$ cat config.mk
export PLATFORM = sky130hd
export DESIGN_NAME = xaccum
export DESIGN_NICKNAME = d
export VERILOG_FILES = /design/src/rtl/xaccum.sv
export SDC_FILE = /design/constraint.sdc
export NUM_CORES = 1
export LEC_CHECK = 0
export BUFFER_PORTS_ARGS = -buffer_cell sky130_fd_sc_hd__buf_2
export CAP_MARGIN = 20
export CORE_AREA = 2 2 229 231
export CTS_CLUSTER_DIAMETER = 120
export DETAILED_ROUTE_END_ITERATION = 8
export DIE_AREA = 0 0 231 233
export GPL_TIMING_DRIVEN = 0
export HOLD_SLACK_MARGIN = 0.02
export PLACE_DENSITY = 0.49
export SYNTH_ARGS = -nofsm -noshare
export SYNTH_HDL_FRONTEND = slang
export SYNTH_SLANG_ARGS = --single-unit
$ cat constraint.sdc
create_clock -name clk -period 9.3 [get_ports clk]
set_input_delay 0.93 -clock clk [delete_from_list [all_inputs] [get_ports clk]]
set_output_delay 0.93 -clock clk [all_outputs]
set_load 0.005 [all_outputs]
$ cat src/rtl/xaccum.sv
// xaccum: windowed stream reducer (ADD / MAX / MIN / LAST) over one flow-bus lane.
// The lane is picked by sel. Each window of 'period' samples produces one registered result.
// A run produces 'iterations' windows, after an optional start delay.
// Optional build macro: XACCUM_SAT_EN. When defined, ADD saturates to the signed limits;
// otherwise ADD wraps.

`ifndef DATABUS_W
`define DATABUS_W 256
`endif
`ifndef N_W
`define N_W 4
`endif

module xaccum #(
    parameter int DATA_W   = 32,
    parameter int PERIOD_W = 10,
    parameter int DELAY_W  = 8
) (
    input  logic                                    clk,
    input  logic                                    rst,
    input  logic                                    run,
    output logic                                    done,
    input  logic [2*`DATABUS_W-1:0]                 flow_in,
    output logic [DATA_W-1:0]                       flow_out,
    input  logic [`N_W+DELAY_W+2*PERIOD_W+2-1:0]    configdata
);
    localparam int CFG_W     = `N_W + DELAY_W + 2*PERIOD_W + 2;
    localparam int N_LANES   = 2*`DATABUS_W / DATA_W;
    localparam int SEL_SLOTS = 2**`N_W;

    localparam logic [1:0] M_ADD = 2'd0;
    localparam logic [1:0] M_MAX = 2'd1;
    localparam logic [1:0] M_MIN = 2'd2;

    typedef enum logic [1:0] {S_IDLE, S_DELAY, S_ACC} state_t;

    // configuration fields, MSB first: sel, delay, period, iterations, mode
    logic [`N_W-1:0]     w_cfg_sel;
    logic [DELAY_W-1:0]  w_cfg_delay;
    logic [PERIOD_W-1:0] w_cfg_period;
    logic [PERIOD_W-1:0] w_cfg_iters;
    logic [1:0]          w_cfg_mode;

    assign w_cfg_sel    = configdata[CFG_W-1 -: `N_W];
    assign w_cfg_delay  = configdata[2*PERIOD_W+DELAY_W+1 -: DELAY_W];
    assign w_cfg_period = configdata[2*PERIOD_W+1 -: PERIOD_W];
    assign w_cfg_iters  = configdata[PERIOD_W+1 -: PERIOD_W];
    assign w_cfg_mode   = configdata[1:0];

    state_t              r_state, w_state_nxt;
    logic [`N_W-1:0]     r_sel;
    logic [1:0]          r_mode;
    logic [PERIOD_W-1:0] r_per_m1;   // effective period minus one (period 0 behaves as 1)
    logic [PERIOD_W-1:0] r_it_last;  // iterations minus one
    logic [DELAY_W-1:0]  r_dcnt;
    logic [PERIOD_W-1:0] r_cnt;
    logic [PERIOD_W-1:0] r_it;
    logic [DATA_W-1:0]   r_acc;
    logic [DATA_W-1:0]   r_flow_out;

    // lane mux: unused select codes read as zero
    logic [DATA_W-1:0] w_lanes [SEL_SLOTS];
    logic [DATA_W-1:0] w_x;

    for (genvar g = 0; g < SEL_SLOTS; g++) begin : g_lane
        if (g < N_LANES) begin : g_on
            assign w_lanes[g] = flow_in[g*DATA_W +: DATA_W];
        end else begin : g_off
            assign w_lanes[g] = '0;
        end
    end

    // operand is taken straight from the bus; upstream latency is covered by delay
    assign w_x = w_lanes[r_sel];

    logic w_last_sample, w_last_iter;
    assign w_last_sample = (r_cnt == r_per_m1);
    assign w_last_iter   = (r_it == r_it_last);

    // adder, optionally saturating on signed overflow (carry into MSB != carry out of MSB)
    logic [DATA_W-1:0] w_add;
`ifdef XACCUM_SAT_EN
    logic [DATA_W:0] w_add_full;
    logic            w_c_msb_in, w_ovf;
    assign w_add_full = {1'b0, r_acc} + {1'b0, w_x};
    assign w_c_msb_in = w_add_full[DATA_W-1] ^ r_acc[DATA_W-1] ^ w_x[DATA_W-1];
    assign w_ovf      = w_c_msb_in ^ w_add_full[DATA_W];
    assign w_add      = !w_ovf ? w_add_full[DATA_W-1:0] :
                        r_acc[DATA_W-1] ? {1'b1, {(DATA_W-1){1'b0}}} : {1'b0, {(DATA_W-1){1'b1}}};
`else
    assign w_add = r_acc + w_x;
`endif

    // signed compare on sign-extended operands
    logic signed [DATA_W:0] w_acc_ext, w_x_ext;
    logic                   w_acc_lt;
    assign w_acc_ext = {r_acc[DATA_W-1], r_acc};
    assign w_x_ext   = {w_x[DATA_W-1], w_x};
    assign w_acc_lt  = (w_acc_ext < w_x_ext);

    // next accumulator value; the first sample of a window discards history
    logic [DATA_W-1:0] w_op, w_acc_next;
    always_comb begin
        w_op = w_x;
        case (r_mode)
            M_ADD:   w_op = w_add;
            M_MAX:   w_op = w_acc_lt ? w_x : r_acc;
            M_MIN:   w_op = w_acc_lt ? r_acc : w_x;
            default: w_op = w_x;
        endcase
        w_acc_next = (r_cnt == '0) ? w_x : w_op;
    end

    // state register
    always_ff @(posedge clk) begin
        if (rst) r_state <= S_IDLE;
        else     r_state <= w_state_nxt;
    end

    // next-state and done
    always_comb begin
        w_state_nxt = r_state;
        done        = 1'b0;
        case (r_state)
            S_IDLE: begin
                done = 1'b1;
                if (run && (w_cfg_iters != '0))
                    w_state_nxt = (w_cfg_delay != '0) ? S_DELAY : S_ACC;
            end
            S_DELAY: if (r_dcnt == DELAY_W'(1)) w_state_nxt = S_ACC;
            S_ACC:   if (w_last_sample && w_last_iter) w_state_nxt = S_IDLE;
            default: w_state_nxt = S_IDLE;
        endcase
    end

    // shadow config, counters, accumulator and result register
    always_ff @(posedge clk) begin
        if (rst) begin
            r_sel      <= '0;
            r_mode     <= '0;
            r_per_m1   <= '0;
            r_it_last  <= '0;
            r_dcnt     <= '0;
            r_cnt      <= '0;
            r_it       <= '0;
            r_acc      <= '0;
            r_flow_out <= '0;
        end else begin
            case (r_state)
                S_IDLE: if (run) begin
                    r_sel     <= w_cfg_sel;
                    r_mode    <= w_cfg_mode;
                    r_per_m1  <= (w_cfg_period == '0) ? '0 : w_cfg_period - PERIOD_W'(1);
                    r_it_last <= w_cfg_iters - PERIOD_W'(1);
                    r_dcnt    <= w_cfg_delay;
                    r_cnt     <= '0;
                    r_it      <= '0;
                end
                S_DELAY: r_dcnt <= r_dcnt - DELAY_W'(1);
                S_ACC: begin
                    r_acc <= w_acc_next;
                    if (w_last_sample) begin
                        r_flow_out <= w_acc_next;
                        r_cnt      <= '0;
                        r_it       <= r_it + PERIOD_W'(1);
                    end else begin
                        r_cnt <= r_cnt + PERIOD_W'(1);
                    end
                end
                default: ;
            endcase
        end
    end

    assign flow_out = r_flow_out;

endmodule

==> metrics.cfg, run 1 <==
[cells_and_area]
layout_cell_share_with_drive_strength_beyond_1_pct=43.4
utilization_pct=32.8
syn_to_final_growth_pct=36.3
multiInputGateArea_sq_um=9170
nFillCells=5485
final-instance-count-excl-fill=2612
nets=2527
seqCellArea_sq_um=2400

[sta]
final.setup_skew_ps=20.9
min_cycle_time_layout_ps=6400
timing_worst_slew_pin_value_ps=1220
hold_worst_slack_ps=489
fin_ws_ps=2900
rsz_0062_raised_after_global_routing=false
max_freq_mhz=156
hold_violations=0
finalSetupTns_ps=0
min_period_over_period_pct=68.8
slew-limit-headroom_pct=18.9
finalSetupViolCount=0
drv_slew=0

[yosys]
async_flop_share_pct=0
mappedNetlistArea_sq_um=12300
mappedNetlistNets=1926
syn_inst=1305
post_synth.cell_area_avg_sq_um=9.40
netlist.area_leader.share_pct=27.7
synthFlopType=sky130_fd_sc_hd__dfxtp_1
ys_ff_latch=120
synthTopCellsByArea=sky130_fd_sc_hd__mux4_2, sky130_fd_sc_hd__dfxtp_1, sky130_fd_sc_hd__ha_1, sky130_fd_sc_hd__nor2_1, sky130_fd_sc_hd__a21oi_1
edff_count_synth=0
yosysTopAreaCell=sky130_fd_sc_hd__mux4_2
synth.yosys.warnings=0
ys_seq_area_share_pct=19.6
netlist-cell-type-count=76

[power]
swShare_pct=45.2
power_density_nw_per_um2=202
net-switching-power_mw=1.53
combPwrFrac_pct=58.2
power_frac_clock_pct=21.7
share_seq_of_total_power_pct=20.2
worst_ir_drop_vdd_mv=0.103
cellInternalPower_mw=1.86
total_leakage_power_nw=6.88

[grt]
grt_max_degree=17
grt.overflow.total=0
grt_use_total_pct=26.7
antenna_found_initial=34
via_count_of_the_first_global_routing_pass=13600
first_pass_grt_wire_length_um=102000

[drt]
wl_per_instance_um=28.2
drt-total-wl_um=73700
num_vias=14100
drc=0
first_pass_iters=5
dr.first_iter.drc_count=1225
count_of_antenna_violating_nets_left_after_detailed_routing=0
routed_via_density=5.39

[critical_path]
crit-reg2reg-capture=flow_out[27]$_SDFFE_PP0P_
worst_path_dominant_cell_family=compound AO/OA/AOI/OAI gates
cells_along_the_critical_path=clkbuf_1 -> clkbuf_1 -> mux4_2 -> mux4_2 -> inv_1 -> ha_1 -> clkbuf_1 -> nor2_1 -> nand2_1 -> a211oi_1 -> nor3_2 -> o41ai_2 -> a21oi_1 -> nor3b_1 -> a2111oi_0 -> a211oi_1
critical_path.max_stage_delay_ps=950
type_of_element_capturing_the_critical_path=register
kind_of_start_point_of_the_critical_path=register
r2r_cells=16
cp_data_arrival_time_ps=6680
critical_path_buf_inv_count=4
worstSetupPathType=reg2reg
reg2reg_setup_slack_ps=2900
critPathSlowestCell=sky130_fd_sc_hd__clkbuf_1
largest_fanout_on_the_critical_path=10
timing.critical_path.mode_cell=sky130_fd_sc_hd__clkbuf_1
worstPathRequired_ps=9580
rr_startpoint=r_sel[1]$_SDFFE_PP0P_

[floorplanning]
dieHeight_um=233
die_area_sq_um=53800
floorplan.rows=83
core_area_sq_um=51100
dieWidth_um=231
io-pin-count=582
initial_core_util_pct=24.0

[cts]
clkSinkCount=120
cts_stage_hold_buffer_count=0
clk_root_buffer_cell=sky130_fd_sc_hd__clkbuf_16
h-tree-depth=4
longest_clk_path_bufs=2
cts_inserted_buffers=17
tritoncts=yes
clkLatencyLatePin_ps=440
post_cts_repair_resize_count=0
clk_transition_reported_paths_ps=70
cts_setup_buffers=0

[placed_design]
finalWeightedCongestion=0.985
dp.final_hpwl_um=63700
place_inst=2566
io_buffers=580
placement.setup.worst_slack_ps=2870

[hold_path]
worstHoldPathCells=2
hold_path_class=reg2reg
hold_sp=r_per_m1[1]$_SDFFE_PP0P_
min_delay_worst_endpoint=r_per_m1[1]$_SDFFE_PP0P_

[flow_run]
maxCapViolCount=0

[outcome]
status=complete, no violations

## stage by stage
| stage | power, mW | area (sq um) |
|---|---|---|
| floorplan | 1.95 | 12300 |
| global placement | 2.63 | 16000 |
| detailed placement | 2.64 | 16000 |
| CTS | 3.38 | 16700 |
| global route | 3.59 | 16700 |
| finish | 3.39 | 16700 |
## cells in the final DEF (no fill, tap or decap), drive strengths merged, types with 14 or more instances in the layout
master  synthesis  final
a211oi         55     55
a21oi          90     90
a221oi         17     17
a311oi         20     20
buf            37    619
clkbuf         64     83
dfxtp         120    120
ha             71     71
inv            67     70
mux2i          14     14
mux4          151    151
nand2          81     81
nand4          16     16
nor2          150    150
nor2b          18     18
nor3           27     27
o21ai          73     73
or3            16     16
xnor2          40     40
xor2           19     19
## per-layer routing
metal	share of wire, %	vias to the layer above	wire length [um]	track usage [%]
li1	-	6255	-	-
met1	44	7086	32400	36.1
met2	47	631	34700	43.7
met3	6.4	90	4750	4.94
met4	2.4	14	1740	6.65
met5	0.12	-	89	0
## cell type report
type / count / area share [%]
diodes: 13 / 0.194
plain buffers: 101 / 2.68
clock buffers: 19 / 2.71
well taps: 680 / 5.08
flip-flops and latches: 120 / 14.4
clock inverters: 13 / 1.14
inverters: 67 / 1.50
multi-input cells: 1017 / 54.8
repair buffers: 582 / 17.5
## kinds of logic (layout without fill, tap and decap cells)
kind of cell	count (synthesis)	count (layout)	share of synthesized area [%]
compound gates	331	331	18.5
xor+xnor	59	59	4.21
fa+ha+maj	72	72	7.40
buf+inv	168	782	5.71
flops	120	120	19.6
mux	174	174	29.7
other cells	0	13	0
simple gates	381	381	14.9
## power groups by stage
stage	Combinational, mW	Clock, mW	Sequential (mW)
2_1_floorplan	1.28	0	0.666
3_3_place_gp	1.94	0	0.690
3_5_place_dp	1.95	0	0.691
4_1_cts	1.96	0.740	0.681
5_1_grt	2.13	0.762	0.694
6_report	1.97	0.733	0.683
## worst min-delay path: stages, from the launching register on
cell and delay, ps:
sky130_fd_sc_hd__dfxtp_1 340, sky130_fd_sc_hd__nand2_1 50, sky130_fd_sc_hd__o21ai_0 60
## synth_stat cells (10+ instances only)
master / instances
sky130_fd_sc_hd__o31ai_1: 13
sky130_fd_sc_hd__xor2_1: 19
sky130_fd_sc_hd__clkbuf_1: 64
sky130_fd_sc_hd__nand3_1: 10
sky130_fd_sc_hd__nand2_1: 81
sky130_fd_sc_hd__a21oi_1: 89
sky130_fd_sc_hd__xnor2_1: 40
sky130_fd_sc_hd__nand2b_1: 13
sky130_fd_sc_hd__a311oi_1: 18
sky130_fd_sc_hd__a221oi_1: 11
sky130_fd_sc_hd__dfxtp_1: 120
sky130_fd_sc_hd__a211oi_1: 54
sky130_fd_sc_hd__inv_1: 65
sky130_fd_sc_hd__nor2b_1: 18
sky130_fd_sc_hd__nor2_1: 149
sky130_fd_sc_hd__nor3_1: 26
sky130_fd_sc_hd__mux2i_1: 14
sky130_fd_sc_hd__ha_1: 71
sky130_fd_sc_hd__or3_1: 16
sky130_fd_sc_hd__nand4_1: 16
sky130_fd_sc_hd__mux4_2: 151
sky130_fd_sc_hd__nor3b_1: 10
sky130_fd_sc_hd__buf_2: 26
sky130_fd_sc_hd__o21ai_0: 72
## how the worst max path moves through the flow
stage                                startpoint                   endpoint  depth (start not counted)
after floorplan           r_sel[0]$_SDFFE_PP0P_   flow_out[6]$_SDFFE_PP0P_                         18
after global placement    r_sel[0]$_SDFFE_PP0P_  flow_out[27]$_SDFFE_PP0P_                         15
after detailed placement  r_sel[0]$_SDFFE_PP0P_  flow_out[27]$_SDFFE_PP0P_                         15
after CTS                 r_sel[0]$_SDFFE_PP0P_  flow_out[27]$_SDFFE_PP0P_                         15
after global routing      r_sel[0]$_SDFFE_PP0P_  flow_out[27]$_SDFFE_PP0P_                         15
final                     r_sel[1]$_SDFFE_PP0P_  flow_out[27]$_SDFFE_PP0P_                         16
## flip-flops by register name (all words and copies together), names as in the netlist
register,flops
r_it,10
r_sel,4
r_dcnt,8
r_per_m1,10
r_acc,32
r_cnt,10
flow_out,32
r_mode,2
r_state,2
r_it_last,10
(Power assumes the default switching activity.)
==> inputs of run 2 (changes only) <==
==> config.mk (replaced) <==
export PLATFORM = sky130hd
export DESIGN_NAME = xaccum
export DESIGN_NICKNAME = d
export VERILOG_FILES = /design/src/rtl/xaccum.sv
export SDC_FILE = /design/constraint.sdc
export NUM_CORES = 1
export LEC_CHECK = 0
export ABC_AREA = 1
export BUFFER_PORTS_ARGS = -buffer_cell sky130_fd_sc_hd__buf_2
export CAP_MARGIN = 20
export CORE_AREA = 2 2 223 225
export CTS_CLUSTER_DIAMETER = 120
export DETAILED_ROUTE_END_ITERATION = 8
export DIE_AREA = 0 0 225 227
export GPL_TIMING_DRIVEN = 0
export HOLD_SLACK_MARGIN = 0.02
export PLACE_DENSITY = 0.55
export SYNTH_ARGS = -nofsm -noshare
export SYNTH_HDL_FRONTEND = slang
export SYNTH_SLANG_ARGS = --single-unit
==> constraint.sdc (replaced) <==
create_clock -name clk -period 5.1 [get_ports clk]
set_input_delay 0.51 -clock clk [delete_from_list [all_inputs] [get_ports clk]]
set_output_delay 0.51 -clock clk [all_outputs]
set_load 0.005 [all_outputs]
==> run 2 against run 1 <==
  * Sequential power up 92%
  * Largest cell class unchanged
  * Non-clock buffer count is 48 higher
  * Synthesized cell count increased by 80%
  * Area after synthesis grew 10%
  * First-iteration DRC count increased by 65%
  * Largest power group unchanged
  * Combinational power grew to 3.4 times the previous value
  * Highest routed layer unchanged
  * Clock power increased by 66%
  * Global-route usage up 11 points
==> metrics.cfg, run 2 <==
[hold_path]
hold_sp=configdata[12]
min_delay_worst_endpoint=r_per_m1[0]$_SDFFE_PP0P_
hold_path_class=in2reg
worstHoldPathCells=2

[yosys]
async_flop_share_pct=0
synthFlopType=sky130_fd_sc_hd__dfxtp_1
most_used_standard_cell_by_instance_count_after_synthesis=sky130_fd_sc_hd__nor2_1
yosysTopAreaCell=sky130_fd_sc_hd__dfxtp_1
ys_ff_latch=120
mappedNetlistArea_sq_um=13500
mappedNetlistNets=2965
syn_inst=2344
edff_count_synth=0
post_synth.cell_area_avg_sq_um=5.78
ys_seq_area_share_pct=17.7
netlist_top_cells_count=sky130_fd_sc_hd__nor2_1, sky130_fd_sc_hd__o21ai_0, sky130_fd_sc_hd__nand2_1
netlist-cell-type-count=48
synthTopCellsByArea=sky130_fd_sc_hd__dfxtp_1, sky130_fd_sc_hd__o21ai_0, sky130_fd_sc_hd__nor2_1, sky130_fd_sc_hd__nand2_1, sky130_fd_sc_hd__ha_1
synth.yosys.warnings=0
netlist.area_leader.share_pct=17.7

[power]
power_density_nw_per_um2=510
swShare_pct=59.3
cellInternalPower_mw=3.74
share_seq_of_total_power_pct=14.2
power_frac_clock_pct=13.3
combPwrFrac_pct=72.5
net-switching-power_mw=5.46
p_total_mw=9.20
total_leakage_power_nw=8.78
worst_ir_drop_vdd_mv=0.256

[grt]
grt.overflow.total=0
grt_use_total_pct=37.4
grt_max_degree=17
via_count_of_the_first_global_routing_pass=19600
antenna_found_initial=44
first_pass_grt_wire_length_um=137000

[floorplanning]
core_area_sq_um=48500
dieWidth_um=225
die_area_sq_um=51100
io-pin-count=582
initial_core_util_pct=27.9
floorplan.rows=81
dieHeight_um=227

[drt]
drt-total-wl_um=98600
routed_via_density=5.63
drc=0
first_pass_iters=8
dr.first_iter.drc_count=2018
num_vias=20300
count_of_antenna_violating_nets_left_after_detailed_routing=0
wl_per_instance_um=27.3

[critical_path]
largest_fanout_on_the_critical_path=10
type_of_element_capturing_the_critical_path=register
cp_data_arrival_time_ps=5190
worstSetupPathType=reg2reg
kind_of_start_point_of_the_critical_path=register
crit-reg2reg-capture=r_acc[6]$_SDFFE_PP0P_
reg2reg_setup_slack_ps=200
r2r_cells=24
rr_startpoint=r_sel[0]$_SDFFE_PP0P_
worstPathRequired_ps=5380

[cts]
h-tree-depth=4
tritoncts=yes
longest_clk_path_bufs=2
clkLatencyLatePin_ps=440
clk_root_buffer_cell=sky130_fd_sc_hd__clkbuf_16
cts_inserted_buffers=17
clkSinkCount=120
cts_setup_buffers=0
clk_transition_reported_paths_ps=70
cts_stage_hold_buffer_count=0

[outcome]
status=complete, no violations

[cells_and_area]
syn_to_final_growth_pct=33.2
finish.instance_area_sq_um=18000
most_frequent_standard_cell_in_the_layout_excluding_fill_and_tap_cells=sky130_fd_sc_hd__buf_2
nets=3565
most-common-layout-cells=sky130_fd_sc_hd__buf_2, sky130_fd_sc_hd__nor2_1, sky130_fd_sc_hd__o21ai_0
nFillCells=5597
layout_cell_share_with_drive_strength_beyond_1_pct=24.9

[placed_design]
finalWeightedCongestion=1.04
postPlaceCellArea_sq_um=17200
io_buffers=581
dp.final_hpwl_um=82900

[sta]
min_cycle_time_layout_ps=4900
hold_violations=0
min_period_over_period_pct=96.1
final.setup_skew_ps=13.5
timing_worst_slew_pin_value_ps=993
finalSetupTns_ps=0
finalSetupViolCount=0
slew-limit-headroom_pct=33.8
drv_slew=0
max_freq_mhz=204

[flow_run]
maxCapViolCount=0

-- run 2: cell types whose count changed in the layout (fill, tap and decap cells not counted), sizes merged, moves of 44 or more --
cell | before | now
a211oi | 55 | 2
a21oi | 90 | 144
clkbuf | 83 | 127
inv | 70 | 240
mux4 | 151 | 0
nand2 | 81 | 355
nand3 | 11 | 150
nor2 | 150 | 401
o211ai | 7 | 54
o21ai | 73 | 408
o221ai | 1 | 81
-- run 2: timing repair --
| item | 4_1_cts | 5_1_grt |
|---|---|---|
| pin swaps | 0 | 0 |
| endpoints found under the setup margin | 64 | 64 |
| resized for setup | 35 | 67 |
-- run 2: power by group through the flow --
| stage | clock network, mW | registers (mW) | logic, mW |
|---|---|---|---|
| global route | 1.29 | 1.34 | 7.21 |
| floorplan | 0 | 1.27 | 3.99 |
| finish | 1.22 | 1.31 | 6.67 |
| global placement | 0 | 1.32 | 6.37 |
| detailed placement | 0 | 1.32 | 6.40 |
| CTS | 1.24 | 1.30 | 6.45 |
-- run 2: worst max-delay path by stage --
stage | from | cells after the start | to | slack (ps)
2_1_floorplan | r_sel[0]$_SDFFE_PP0P_ | 26 | flow_out[22]$_SDFFE_PP0P_ | 1690
3_3_place_gp | r_sel[1]$_SDFFE_PP0P_ | 23 | r_acc[6]$_SDFFE_PP0P_ | -690
3_5_place_dp | r_sel[1]$_SDFFE_PP0P_ | 23 | r_acc[6]$_SDFFE_PP0P_ | -670
4_1_cts | r_sel[0]$_SDFFE_PP0P_ | 23 | r_acc[6]$_SDFFE_PP0P_ | 5
5_1_grt | r_sel[1]$_SDFFE_PP0P_ | 26 | r_acc[5]$_SDFFE_PP0P_ | -40
6_report | r_sel[0]$_SDFFE_PP0P_ | 24 | r_acc[6]$_SDFFE_PP0P_ | 200
-- run 2: critical path, cell delays in order (launching register included) --
cell                       delay (ps)
sky130_fd_sc_hd__dfxtp_1          360
sky130_fd_sc_hd__inv_1            130
sky130_fd_sc_hd__buf_2            260
sky130_fd_sc_hd__buf_2            340
sky130_fd_sc_hd__o21ai_0          120
sky130_fd_sc_hd__o221ai_1         350
sky130_fd_sc_hd__o211ai_1         170
sky130_fd_sc_hd__nand2_1          230
sky130_fd_sc_hd__inv_1            110
sky130_fd_sc_hd__ha_1             280
sky130_fd_sc_hd__buf_2            180
sky130_fd_sc_hd__nand4_1          150
sky130_fd_sc_hd__nor2_2           230
sky130_fd_sc_hd__nand2_1          140
sky130_fd_sc_hd__nor2_2           250
sky130_fd_sc_hd__nor2_2           120
sky130_fd_sc_hd__nand2_4          120
sky130_fd_sc_hd__nand2_2          160
sky130_fd_sc_hd__nand2_4          210
sky130_fd_sc_hd__buf_4            220
sky130_fd_sc_hd__nand2_1           70
sky130_fd_sc_hd__nand3_1           70
sky130_fd_sc_hd__nand3_1           80
sky130_fd_sc_hd__o21ai_1          240
sky130_fd_sc_hd__a21oi_1          120
-- run 2: cell type report --
| class | instances | area [sq um] | share of cell area (%) |
|---|---|---|---|
| tap | 622 | 778 | 4.31 |
| inverter | 233 | 875 | 4.85 |
| antenna | 35 | 87.6 | 0.485 |
| multi-input combinational | 1841 | 9700 | 53.7 |
| clock inverter | 15 | 156 | 0.867 |
| sequential | 120 | 2400 | 13.3 |
| buffer | 150 | 719 | 3.99 |
| clock buffer | 17 | 425 | 2.36 |
| timing repair buffer | 581 | 2910 | 16.1 |
-- run 2: logic make-up (layout without fill, tap and decap cells) --
group,count (synthesis),after routing,synth area share [%]
AND/OR/NAND/NOR,976,976,30.1
AO/OA/AOI/OAI,771,771,33.0
buffers and inverters,383,996,11.1
flip-flops,120,120,17.7
adder cells (fa/ha/maj),72,72,6.71
XOR/XNOR,22,22,1.42
other,0,35,0
-- run 2: through the flow --
step | setup slack (ps) | instances | hold slack [ps] | utilization (%)
3_3_place_gp | -687 | 3547 | 459 | 35.5
3_5_place_dp | -672 | 3547 | 464 | 35.5
2_1_floorplan | 1690 | 2344 | 444 | -
5_1_grt | -44.1 | 3599 | 279 | 37.1
6_report | 197 | 3614 | 288 | 37.2
4_1_cts | 5.12 | 3579 | 279 | 36.8
-- run 2: per-layer routing --
layer	share of wire [%]	vias up	GRT usage [%]
li1	-	9286	-
met1	40	9661	45.3
met2	45	1170	61.7
met3	9.8	206	9.65
met4	4.9	24	18.3
met5	0.15	-	0
